===== src/rtl/irq_source_conditioner.sv =====
// Interrupt source conditioner: synchronises raw interrupt lines, applies polarity and
// level/edge mode, and exposes MODE/POLARITY/PENDING/STATUS registers on the shared bus.
package irq_source_conditioner_pkg;
    typedef struct packed {
        logic [31:0] waddr;
        logic [31:0] wdata;
        logic [31:0] raddr;
    } sys_peripheral_t;

    typedef struct packed {
        logic wen;
        logic ren;
    } sel_t;
endpackage

module irq_source_conditioner
    import irq_source_conditioner_pkg::*;
#(
    parameter int INT_NUM     = 32,
    parameter int SYNC_STAGES = 2
) (
    input  logic                 hb_clk,
    input  logic                 rst_sync,
    input  sys_peripheral_t      sys_share,
    input  sel_t                 sel,
    output logic [31:0]          rdata,
    input  logic [INT_NUM-1:0]   irq_in,
    output logic [INT_NUM-1:0]   irq_source
);

    localparam logic [31:0] ADDR_MODE    = 32'h0;
    localparam logic [31:0] ADDR_POL     = 32'h4;
    localparam logic [31:0] ADDR_PENDING = 32'h8;
    localparam logic [31:0] ADDR_STATUS  = 32'hC;

    logic [SYNC_STAGES-1:0][INT_NUM-1:0] sync_q, sync_d;
    logic [INT_NUM-1:0] mode_q, mode_d;
    logic [INT_NUM-1:0] pol_q, pol_d;
    logic [INT_NUM-1:0] pend_q, pend_d;
    logic [INT_NUM-1:0] prev_q, prev_d;
    logic [31:0]        rdata_q, rdata_d;

    logic [INT_NUM-1:0] sync_out;
    logic [INT_NUM-1:0] norm;
    logic [INT_NUM-1:0] edge_det;
    logic [INT_NUM-1:0] wbits;
    logic               wr_mode, wr_pol, wr_pend;

    assign sync_out = sync_q[SYNC_STAGES-1];
    assign norm     = sync_out ^ pol_q;
    assign edge_det = norm & ~prev_q;
    assign wbits    = sys_share.wdata[INT_NUM-1:0];
    assign wr_mode  = sel.wen && (sys_share.waddr == ADDR_MODE);
    assign wr_pol   = sel.wen && (sys_share.waddr == ADDR_POL);
    assign wr_pend  = sel.wen && (sys_share.waddr == ADDR_PENDING);

    always_comb begin
        sync_d = {sync_q[SYNC_STAGES-2:0], irq_in};
        mode_d = wr_mode ? wbits : mode_q;
        pol_d  = wr_pol  ? wbits : pol_q;
        // Reload prev with the new polarity so a polarity change cannot look like an edge.
        prev_d = wr_pol ? (sync_out ^ wbits) : norm;
        // Mode-to-level clear beats edge set, which beats W1C, so no event is lost.
        pend_d = ~(wr_mode ? ~wbits : '0) &
                 ((edge_det & mode_q) | (pend_q & ~(wr_pend ? wbits : '0)));

        rdata_d = rdata_q;
        if (sel.ren) begin
            case (sys_share.raddr)
                ADDR_MODE:    rdata_d = 32'(mode_q);
                ADDR_POL:     rdata_d = 32'(pol_q);
                ADDR_PENDING: rdata_d = 32'(pend_q);
                ADDR_STATUS:  rdata_d = 32'(norm);
                default:      rdata_d = 32'h0;
            endcase
        end
    end

    always_ff @(posedge hb_clk) begin
        if (rst_sync) begin
            sync_q  <= '0;
            mode_q  <= '0;
            pol_q   <= '0;
            pend_q  <= '0;
            prev_q  <= '0;
            rdata_q <= '0;
        end else begin
            sync_q  <= sync_d;
            mode_q  <= mode_d;
            pol_q   <= pol_d;
            pend_q  <= pend_d;
            prev_q  <= prev_d;
            rdata_q <= rdata_d;
        end
    end

    assign irq_source = (mode_q & pend_q) | (~mode_q & norm);
    assign rdata      = rdata_q;

endmodule


===== config.mk =====
export PLATFORM = sky130hd
export DESIGN_NAME = irq_source_conditioner
export DESIGN_NICKNAME = d
export VERILOG_FILES = /design/src/rtl/irq_source_conditioner.sv
export SDC_FILE = /design/constraint.sdc
export NUM_CORES = 1
export LEC_CHECK = 0
export ABC_CLOCK_PERIOD_IN_PS = 1900
export BUFFER_PORTS_ARGS = -buffer_cell sky130_fd_sc_hd__buf_2
export CAP_MARGIN = 20
export CORE_MARGIN = 2
export CORE_UTILIZATION = 45
export DETAILED_ROUTE_END_ITERATION = 10
export PLACE_DENSITY = 0.68
export REMOVE_ABC_BUFFERS = 1
export SYNTH_ARGS = -nofsm -noshare
export SYNTH_HDL_FRONTEND = slang
export SYNTH_SLANG_ARGS = --single-unit

===== constraint.sdc =====
create_clock -name hb_clk -period 1.9 [get_ports hb_clk]
set_input_delay 0.38 -clock hb_clk [delete_from_list [all_inputs] [get_ports hb_clk]]
set_output_delay 0.38 -clock hb_clk [all_outputs]
set_load 0.02 [all_outputs]

==> results.txt, run 1 <==
----------------------------------------------------
[Floorplan]
  X dimension of the die ... roughly 170 um
  Height of the die ... roughly 170 um
  Standard cell core area ... 0.0259 mm^2
  Effective utilization at floorplan ... 0.455
  Number of placement rows ... 59
  Io pins ... between 150 and 200
  Die area ... around 0.027 mm^2

[Timing]
  F_max ... 529 MHz
  Fin. Hold Viols ... 0
  Worst slew margin relative to its limit ... 0.662
  Final setup viols ... 0
  Post-route clock skew ... 0.0101 ns
  Final number of max-transition violations ... 0
  Worst setup margin ... roughly 0.010 ns
  Crit path time final ... ~1.9 ns
  Fin Setup TNS ... 0 ns
  Measured slew at the worst slew-check pin ... a little over 0.5 ns
  Post-route clock period utilization ... 0.995
  RSZ-0062 raised after global routing ... yes

[Place]
  Total half-perimeter wirelength after legalization and detailed placement ... roughly 21,000 um
  Instance area at placement ... about 0.013 mm^2
  Final estimated routing congestion in global placement ... around 0.8
  Placed cell count ... ~1,800
  Count of input and output buffers ... 195
  Setup slack at placement ... -0.180 ns

[Route]
  First-iteration detailed-routing DRC count ... around 780
  Final routed wirelength across all metal layers ... roughly 35,000 um
  Number of detailed-route iterations in the first pass ... 6
  Via-per-instance ratio ... approximately 6
  Antenna viol nets, final ... 0
  Residual DRC ... 0
  Routed wire length per instance ... about 19 um
  Total via count in the routed design ... 11,300

[Setup path]
  Number of cells on the worst reg-to-reg path ... 4
  Highest fanout seen on the critical path ... 4
  Number of buffers and inverters on the critical path ... 1
  Worst Path Class, Setup ... flip-flop to primary output
  Setup crit end kind ... primary output
  CP Data Arrival Time ... roughly 1.5 ns
  R2R setup slack ... approximately 0.77 ns
  Maximum cell stage delay along the critical path ... about 0.36 ns
  Req. time, crit path ... 1.52 ns
  Critical-path cell list ... xor2_2 > mux2_4 > buf_6
  Endpoint of the lowest-slack register-to-register path ... rdata[14]
  Highest-delay cell along the critical path ... dfxtp_4
  Startpoint type of the worst setup path ... flip-flop
  Worst path top cell family by delay ... flip-flops
  Critical R2R Launch ... mode_q[14]

[Logic synthesis]
  Number of warnings issued by yosys ... 0
  Avg Inst Size Synth ... ~8.9 um^2
  Mapped Cells ... roughly 1,300
  Area of the mapped netlist ... ~0.012 mm^2
  Yosys reg bits ... between 200 and 250
  Fraction of the yosys area taken by sequential cells ... 0.381
  Library cells used by synthesis ... 31

[Min path]
  Sink of the worst hold path ... sync_d[35]
  Worst Hold Launch ... irq_in[3]
  Worst hold path depth ... 2
  Worst min-delay path class ... input port to flip-flop

[Flow run]
  Maximum Capacitance Violations ... 0

[GRT]
  Largest net degree at the start of global routing ... 111
  Total global routing track utilization ... 0.241
  Antenna violations before repair ... 1
  Number of global-route vias before repair ... between 10,000 and 15,000
  Residual overflow from global routing ... 0
  Global-route wire length before repair ... 56,000 um

[Clock tree]
  Total clock buffers created by CTS ... 27
  CTS root buffer ... clkbuf_16
  Clock Path Buffers ... 3
  CTS tree ... yes
  H-Tree Depth ... 1
  Clock slew at the register clock pins of the worst setup and hold paths ... ~0.06 ns
  Number of hold buffers added after CTS ... 0
  Clock latency on the worst-skew pair ... 0.53 ns
  Clk sinks ... roughly 220

[Power]
  Cell Pwr Density ... approximately 740 mW/mm^2
  Max VDD drop ... 0.671 mV
  LEAKAGE ... between 0.005 and 0.006 uW

[Finish]
  Layout cells sized above 1 ... 0.313
  Antenna Cells ... 0
  Final-layout fill cell count ... 2,226
  Final net count ... between 1,500 and 2,000
  Share of the core filled with cells in the final layout ... 0.580
  Post-Layout Cell Count ... 1,846
  Area added between synthesis and finish ... 27.7%
  Commonest non-fill, non-tap cells in the layout ... buf_2, dfxtp_1, nand4_1
  Commonest non-fill, non-tap cell in the layout ... buf_2
  Finished layout cell area ... roughly 0.015 mm^2

[Run status]
  Status ... complete, no violations

----------------------------------------------------
-- routing by layer --
layer | routed length (um) | part of all wire | track usage | vias up
met5 | 13 | 0.00037 | 0 | -
met4 | 440 | 0.013 | 0.0601 | 2
met3 | 2510 | 0.072 | 0.0341 | 32
met2 | 16300 | 0.47 | 0.387 | 446
met1 | 15700 | 0.45 | 0.341 | 5433
li1 | - | - | - | 5348
-- final cells by class --
type | instances | area (um^2) | area share
flip-flops and latches | 224 | 4660 | 0.310
inverters | 32 | 120 | 0.00799
repair buffers | 281 | 2110 | 0.140
clock buffers | 34 | 732 | 0.0487
well taps | 335 | 419 | 0.0279
clock inverters | 15 | 188 | 0.0125
multi-input cells | 925 | 6810 | 0.453
-- cell families (layout without fill, tap and decap cells) --
logic type / after synthesis / in the layout / synth area share
AND/OR/NAND/NOR: 509 / 509 / 0.266
AO/OA/AOI/OAI: 320 / 320 / 0.212
flip-flops: 224 / 224 / 0.381
buffers and inverters: 180 / 362 / 0.0623
XOR/XNOR: 64 / 64 / 0.0476
multiplexers: 32 / 32 / 0.0306
-- Yosys cell counts --
cell type | n | share of area
nor3_1 | 33 | 0.014
a221oi_1 | 32 | 0.024
inv_1 | 32 | 0.010
a21oi_1 | 96 | 0.041
nor3b_1 | 96 | 0.061
nor4_2 | 4 | 0.0042
nand2_1 | 64 | 0.020
and4_1 | 2 | 0.0015
mux2_2 | 32 | 0.031
a22o_1 | 32 | 0.024
nand3b_1 | 32 | 0.020
nor4_1 | 10 | 0.0053
xor2_1 | 64 | 0.048
o41ai_2 | 24 | 0.033
o41ai_1 | 8 | 0.0059
nor4b_2 | 1 | 0.0013
clkbuf_1 | 95 | 0.030
a211oi_1 | 32 | 0.020
buf_2 | 34 | 0.014
nor2b_1 | 97 | 0.052
or2_2 | 1 | 0.00053
nor2_1 | 3 | 0.00096
nand3_1 | 32 | 0.014
nand2b_1 | 1 | 0.00053
nor4b_1 | 1 | 0.00074
buf_1 | 15 | 0.0048
buf_4 | 4 | 0.0025
dfxtp_1 | 224 | 0.38
nand4_1 | 132 | 0.070
o32ai_1 | 32 | 0.024
o31ai_1 | 64 | 0.041
-- worst max-delay path by stage --
| stage | cells past startpoint | to | from | slack (ns) |
|---|---|---|---|---|
| finish | 3 | irq_source[7] | sync_out[7] | 0.01 |
| CTS | 3 | irq_source[13] | pol_q[13] | -0.005 |
| global route | 3 | irq_source[7] | sync_out[7] | -0.02 |
| detailed placement | 7 | pend_q[1] | sys_share[85] | -0.18 |
| global placement | 7 | pend_q[4] | sys_share[85] | -0.14 |
| floorplan | 4 | pend_q[0] | sys_share[85] | -4.93 |
-- where the power goes --
| part | total (uW) | internal, uW | switching, uW |
|---|---|---|---|
| Combinational | 1000 | 398 | 603 |
| Clock | 5330 | 3270 | 2060 |
| Sequential | 4790 | 4730 | 57.7 |
-- repair_timing --
item,in CTS,in global routing
buffers inserted,2,32
resized for setup,69,130
pin swaps,1,7
endpoints found under the setup margin,30,32
-- flip-flops by register name, indices dropped and copies added, names as in the netlist --
signal / cells
pend_q: 32
sync_d: 32
pol_q: 32
sync_out: 32
prev_q: 32
rdata: 32
mode_q: 32
-- metrics by stage --
stage          hold slack (ns)  total power (uW)
6_report                0.0469             11100
3_5_place_dp             0.423              5860
2_1_floorplan            0.414              5270
3_3_place_gp             0.416              5850
4_1_cts                 0.0377             11200
5_1_grt                 0.0457             11500
(Power assumes the default switching activity.)
==> run 2, diff against run 1 <==
Settings changed: CTS_BUF_LIST set to sky130_fd_sc_hd__clkbuf_4, CTS_CLUSTER_DIAMETER set to 50.
==> results.txt, run 2 (synthesis results as in run 1) <==
----------------------------------------------------
[Route]
  Number of detailed-route iterations in the first pass ... 5
  Detailed-routed wire length on met3 ... around 2800 um
  Highest layer used for signal routing ... met4
  First-iteration detailed-routing DRC count ... about 880
  Antenna viol nets, final ... 0
  Final routed wirelength across all metal layers ... around 37,000 um
  Total via count in the routed design ... roughly 12,000
  Post-route met1 wirelength ... 16,000 um
  Via-per-instance ratio ... 6.00
  Routed wire length per instance ... 18.6 um
  Residual DRC ... 0
  Met2 Wirelength ... between 15,000 and 20,000 um

[Finish]
  Commonest non-fill, non-tap cells in the layout ... buf_2, dfxtp_1, nand4_1
  Area added between synthesis and finish ... 34.0%
  Post-Layout Cell Count ... between 1,500 and 2,000
  Layout cells sized above 1 ... 0.338
  Final net count ... 1,748

[Power]
  LEAKAGE ... 0.00612 uW
  Max VDD drop ... between 0.5 and 0.6 mV
  Cell Pwr Density ... between 600 and 700 mW/mm^2

[Timing]
  Worst setup margin ... -0.125 ns
  F_max ... 494 MHz
  RSZ-0062 raised after global routing ... yes
  Fin. Hold Viols ... 0
  Final setup viols ... 32
  Measured slew at the worst slew-check pin ... approximately 0.52 ns
  Worst slew margin relative to its limit ... 0.653
  Final number of max-transition violations ... 0
  Crit path time final ... 2.02 ns
  Post-route clock skew ... between 0.04 and 0.05 ns
  Post-route clock period utilization ... 1.07

[Clock tree]
  CTS tree ... yes
  Clock slew at the register clock pins of the worst setup and hold paths ... approximately 0.060 ns
  Clk sinks ... 224
  Clock Path Buffers ... 3
  Total clock buffers created by CTS ... between 60 and 70
  H-Tree Depth ... 3
  Clock latency on the worst-skew pair ... between 0.6 and 0.7 ns
  CTS root buffer ... clkbuf_4

[Place]
  Final estimated routing congestion in global placement ... around 0.8
  Setup slack at placement ... -0.180 ns
  Placed cell count ... about 1,800
  Total half-perimeter wirelength after legalization and detailed placement ... roughly 21,000 um
  Count of input and output buffers ... 195

[Floorplan]
  Effective utilization at floorplan ... 0.455
  Io pins ... 196
  Number of placement rows ... a little under 60
  Die area ... around 0.027 mm^2
  Standard cell core area ... 0.0259 mm^2
  X dimension of the die ... ~170 um
  Height of the die ... 166 um

[Setup path]
  Req. time, crit path ... approximately 1.5 ns
  Highest fanout seen on the critical path ... 5
  CP Data Arrival Time ... 1.64 ns
  Worst Path Class, Setup ... flip-flop to primary output
  Startpoint type of the worst setup path ... flip-flop
  Setup crit end kind ... primary output

[Flow run]
  Maximum Capacitance Violations ... 0

[GRT]
  Number of global-route vias before repair ... between 10,000 and 15,000
  Total global routing track utilization ... 0.260
  Global-route wire length before repair ... 59,900 um
  Residual overflow from global routing ... 0
  Largest net degree at the start of global routing ... 111
  Antenna violations before repair ... 1

[Min path]
  Worst min-delay path class ... input port to flip-flop

[Run status]
  Status ... complete, but fails checks
  Failing checks ... negative setup slack

----------------------------------------------------
==> run 2: cell count changes in the layout (fill, tap and decap cells not counted), moves of 4 or more <==
cell	previous run	this run
buf_6	27	31
inv_2	0	4
mux2_2	7	3
dlygate4sd3_1	0	55
dfxtp_2	26	15
clkbuf_16	27	0
dfxtp_4	38	48
clkinv_2	8	3
clkbuf_1	4	0
clkinv_1	0	7
mux2_4	25	29
buf_4	67	95
clkbuf_4	0	91
==> run 2: worst max-delay path: stages (launching register included) <==
cell     delay (ns)
dfxtp_1        0.45
xor2_2         0.12
mux2_4         0.30
buf_6          0.13
==> run 2: per-stage QoR <==
| step | hold slack (ns) | instance area (um^2) | TNS (ns) | power (uW) | util |
|---|---|---|---|---|---|
| floorplan | 0.414 | 11200 | -483.32 | 5270 | - |
| global placement | 0.416 | 13300 | -8.86 | 5850 | 0.514 |
| detailed placement | 0.423 | 13300 | -9.25 | 5860 | 0.514 |
| CTS | 0.0000840 | 15500 | -3.45 | 10500 | 0.599 |
| global route | 0.0294 | 15800 | -4.09 | 10900 | 0.609 |
| finish | 0.0534 | 15800 | -2.17 | 10500 | 0.609 |
==> run 2: worst paths after layout <==
kind | from | end | slack, ns | cells after the start
worst max-delay path | pol_q[24] | irq_source[24] | -0.12 | 3
worst max register to register | sync_out[31] | rdata[31] | 0.64 | 6
worst min-delay path | sys_share[62] | pol_q[30] | 0.05 | 3
worst min register to register | sync_d[54] | sync_out[22] | 0.41 | 1
==> run 2: repair_timing <==
action / in CTS / in global routing
buffers inserted: 46 / 19
hold buffers: 55 / 0
pin swaps: 6 / 5
endpoints found under the setup margin: 32 / 32
gates resized for setup: 197 / 22
hold endpoints to repair: 73 / 0
==> run 2: power by group <==
| part | switching, uW | internal, uW | leakage [uW] |
|---|---|---|---|
| clock | 2110 | 2470 | 0.000487 |
| combinational | 640 | 499 | 0.00377 |
| sequential | 50.5 | 4720 | 0.00186 |
| total | 2800 | 7690 | 0.00612 |
==> run 2: final cells by class <==
class                   count  area, um^2
flip-flops and latches    224        4680
fillers                  2181       10100
clock buffers              91         683
inverters                  32         120
clock inverters            16         116
well taps                 335         419
multi-input cells         925        6840
repair buffers            367        2910
diodes                      1        2.50
==> run 2: per-layer routing <==
layer	GRT usage	vias up
li1	-	5635
met3	0.0491	57
met1	0.344	5730
met5	0	-
met2	0.426	515
met4	0.0904	0
==> run 3, diff against run 2 <==
Settings changed: CELL_PAD_IN_SITES_DETAIL_PLACEMENT set to 1, CELL_PAD_IN_SITES_GLOBAL_PLACEMENT set to 2, CORE_UTILIZATION 45 to 35, PLACE_DENSITY 0.68 to 0.83.
==> results.txt, run 3 (synthesis results as in run 1) <==
----------------------------------------------------
[Run status]
  Status ... complete, but fails checks
  Failing checks ... negative setup slack

[Clock tree]
  CTS root buffer ... clkbuf_4
  Clock latency on the worst-skew pair ... 0.70 ns
  Clock Path Buffers ... 3
  Clock slew at the register clock pins of the worst setup and hold paths ... ~0.060 ns
  Total clock buffers created by CTS ... 68
  H-Tree Depth ... 3
  CTS tree ... yes
  Clk sinks ... between 200 and 250

[Timing]
  Worst slew margin relative to its limit ... 0.610
  Hold slack ... 0.146 ns
  Post-route clock skew ... around 0.042 ns
  Final setup viols ... 32
  Post-route clock period utilization ... 1.08
  Measured slew at the worst slew-check pin ... 0.583 ns
  Final number of max-transition violations ... 0
  RSZ-0062 raised after global routing ... yes
  F_max ... 486 MHz
  Worst setup margin ... -0.158 ns
  Fin. Hold Viols ... 0
  Crit path time final ... 2.06 ns

[GRT]
  Largest net degree at the start of global routing ... 94
  Number of global-route vias before repair ... between 10,000 and 15,000
  Residual overflow from global routing ... 0
  Antenna violations before repair ... 2
  Global-route wire length before repair ... 69,000 um
  Total global routing track utilization ... 0.241

[Floorplan]
  Number of placement rows ... between 60 and 70
  Standard cell core area ... about 0.033 mm^2
  Die area ... 0.0351 mm^2
  Effective utilization at floorplan ... 0.353
  X dimension of the die ... ~190 um
  Io pins ... about 200
  Height of the die ... between 150 and 200 um

[Finish]
  Commonest non-fill, non-tap cells in the layout ... buf_2, dfxtp_1, nand4_1, buf_4
  Footprint of the multi-input gates ... just under 0.007 mm^2
  Commonest non-fill, non-tap cell in the layout ... buf_2
  Layout cells sized above 1 ... 0.338
  Area of all sequential standard cells ... approximately 0.0047 mm^2
  Final-layout fill cell count ... between 3,000 and 4,000
  Area added between synthesis and finish ... 37.4%
  Final net count ... 1,767

[Setup path]
  Critical-path cell list ... xor2_2 > mux2_4 > buf_6
  CP Data Arrival Time ... roughly 1.7 ns
  Startpoint type of the worst setup path ... flip-flop
  Maximum cell stage delay along the critical path ... about 0.36 ns
  Highest-delay cell along the critical path ... dfxtp_4
  Number of buffers and inverters on the critical path ... 1
  Worst Path Class, Setup ... flip-flop to primary output
  Highest fanout seen on the critical path ... 3
  Worst path top cell family by delay ... flip-flops
  Setup crit end kind ... primary output
  Req. time, crit path ... approximately 1.5 ns

[Route]
  Number of detailed-route iterations in the first pass ... 5
  Total via count in the routed design ... 12,200
  Residual DRC ... 0
  Final routed wirelength across all metal layers ... 43,400 um
  Routed wire length per instance ... between 20 and 25 um
  First-iteration detailed-routing DRC count ... about 910
  Antenna viol nets, final ... 0
  Via-per-instance ratio ... roughly 5.7

[Power]
  Power spent charging and discharging nets ... around 3000 uW
  Max VDD drop ... a little over 0.4 mV
  Part of the total power dissipated in the clock network ... 0.456
  Cell Pwr Density ... 678 mW/mm^2
  Net switching fraction of the power ... 0.273
  Logic pwr share ... 0.110
  P_int ... approximately 8000 uW
  LEAKAGE ... around 0.0062 uW
  Relative contribution of sequential cells to total power ... 0.434
  Power after layout ... roughly 11,000 uW

[Flow run]
  Maximum Capacitance Violations ... 0

[Place]
  Count of input and output buffers ... 195
  Final estimated routing congestion in global placement ... 0.769
  Total half-perimeter wirelength after legalization and detailed placement ... around 25,000 um

[Min path]
  Worst min-delay path class ... input port to flip-flop

----------------------------------------------------
## run 3: cell types whose count changed in the layout (fill, tap and decap cells not counted), moves of 5 or more
cell / previous run / this run
clkinv_1: 7 / 17
dlygate4sd3_1: 55 / 67
buf_4: 95 / 101
clkbuf_4: 91 / 96
## run 3: metrics by stage
stage	std cells	setup WS, ns	TNS [ns]	utilization	instance area, um^2
after floorplan	1181	-4.93	-483.32	-	11200
after global placement	1880	-0.0992	-3.07	0.403	13400
after detailed placement	1880	-0.185	-8.15	0.403	13400
after CTS	2116	-0.196	-5.03	0.478	16000
after global routing	2134	-0.230	-5.98	0.485	16200
final	2134	-0.158	-3.58	0.485	16200
## run 3: worst min-delay path, delay by kind of cell
family	cells	cell delay, ns
compound gates	1	0.19
buf+inv	1	0.11
simple gates	1	0.11
## run 3: worst paths after layout
kind | startpoint | endpoint | slack (ns) | depth (start not counted)
max | sync_out[6] | irq_source[6] | -0.16 | 3
min | sel[0] | rdata[30] | 0.15 | 3
max reg2reg | sync_out[0] | rdata[0] | 0.63 | 6
min reg2reg | sync_d[37] | sync_out[5] | 0.41 | 1
## run 3: final cells by class
class                      count  share of cell area
inverter                      32             0.00743
sequential                   224               0.290
tap                          448              0.0347
timing repair buffer         384               0.189
antenna                        2            0.000309
clock buffer                  96              0.0446
clock inverter                23              0.0104
multi-input combinational    925               0.424
## run 3: timing repair
item | in CTS | in global routing
hold buffers | 67 | 0
hold endpoints to repair | 121 | 0
pin swaps | 12 | 3
resized for setup | 212 | 15
endpoints found under the setup margin | 32 | 32
buffers inserted | 50 | 15
## run 3: routing by layer
layer / vias up / routed length [um] / global-route usage
met5: - / 0 / 0
met4: 0 / 682 / 0.0697
met3: 67 / 2240 / 0.0471
met2: 339 / 21200 / 0.416
met1: 6093 / 19300 / 0.304
li1: 5667 / - / -
## run 3: power groups by stage
stage | Clock (uW) | Combinational, uW | Sequential [uW]
6_report | 5000 | 1210 | 4770
2_1_floorplan | 0 | 354 | 4920
4_1_cts | 5150 | 1170 | 4770
3_3_place_gp | 0 | 952 | 4940
3_5_place_dp | 0 | 965 | 4940
5_1_grt | 5450 | 1300 | 4770
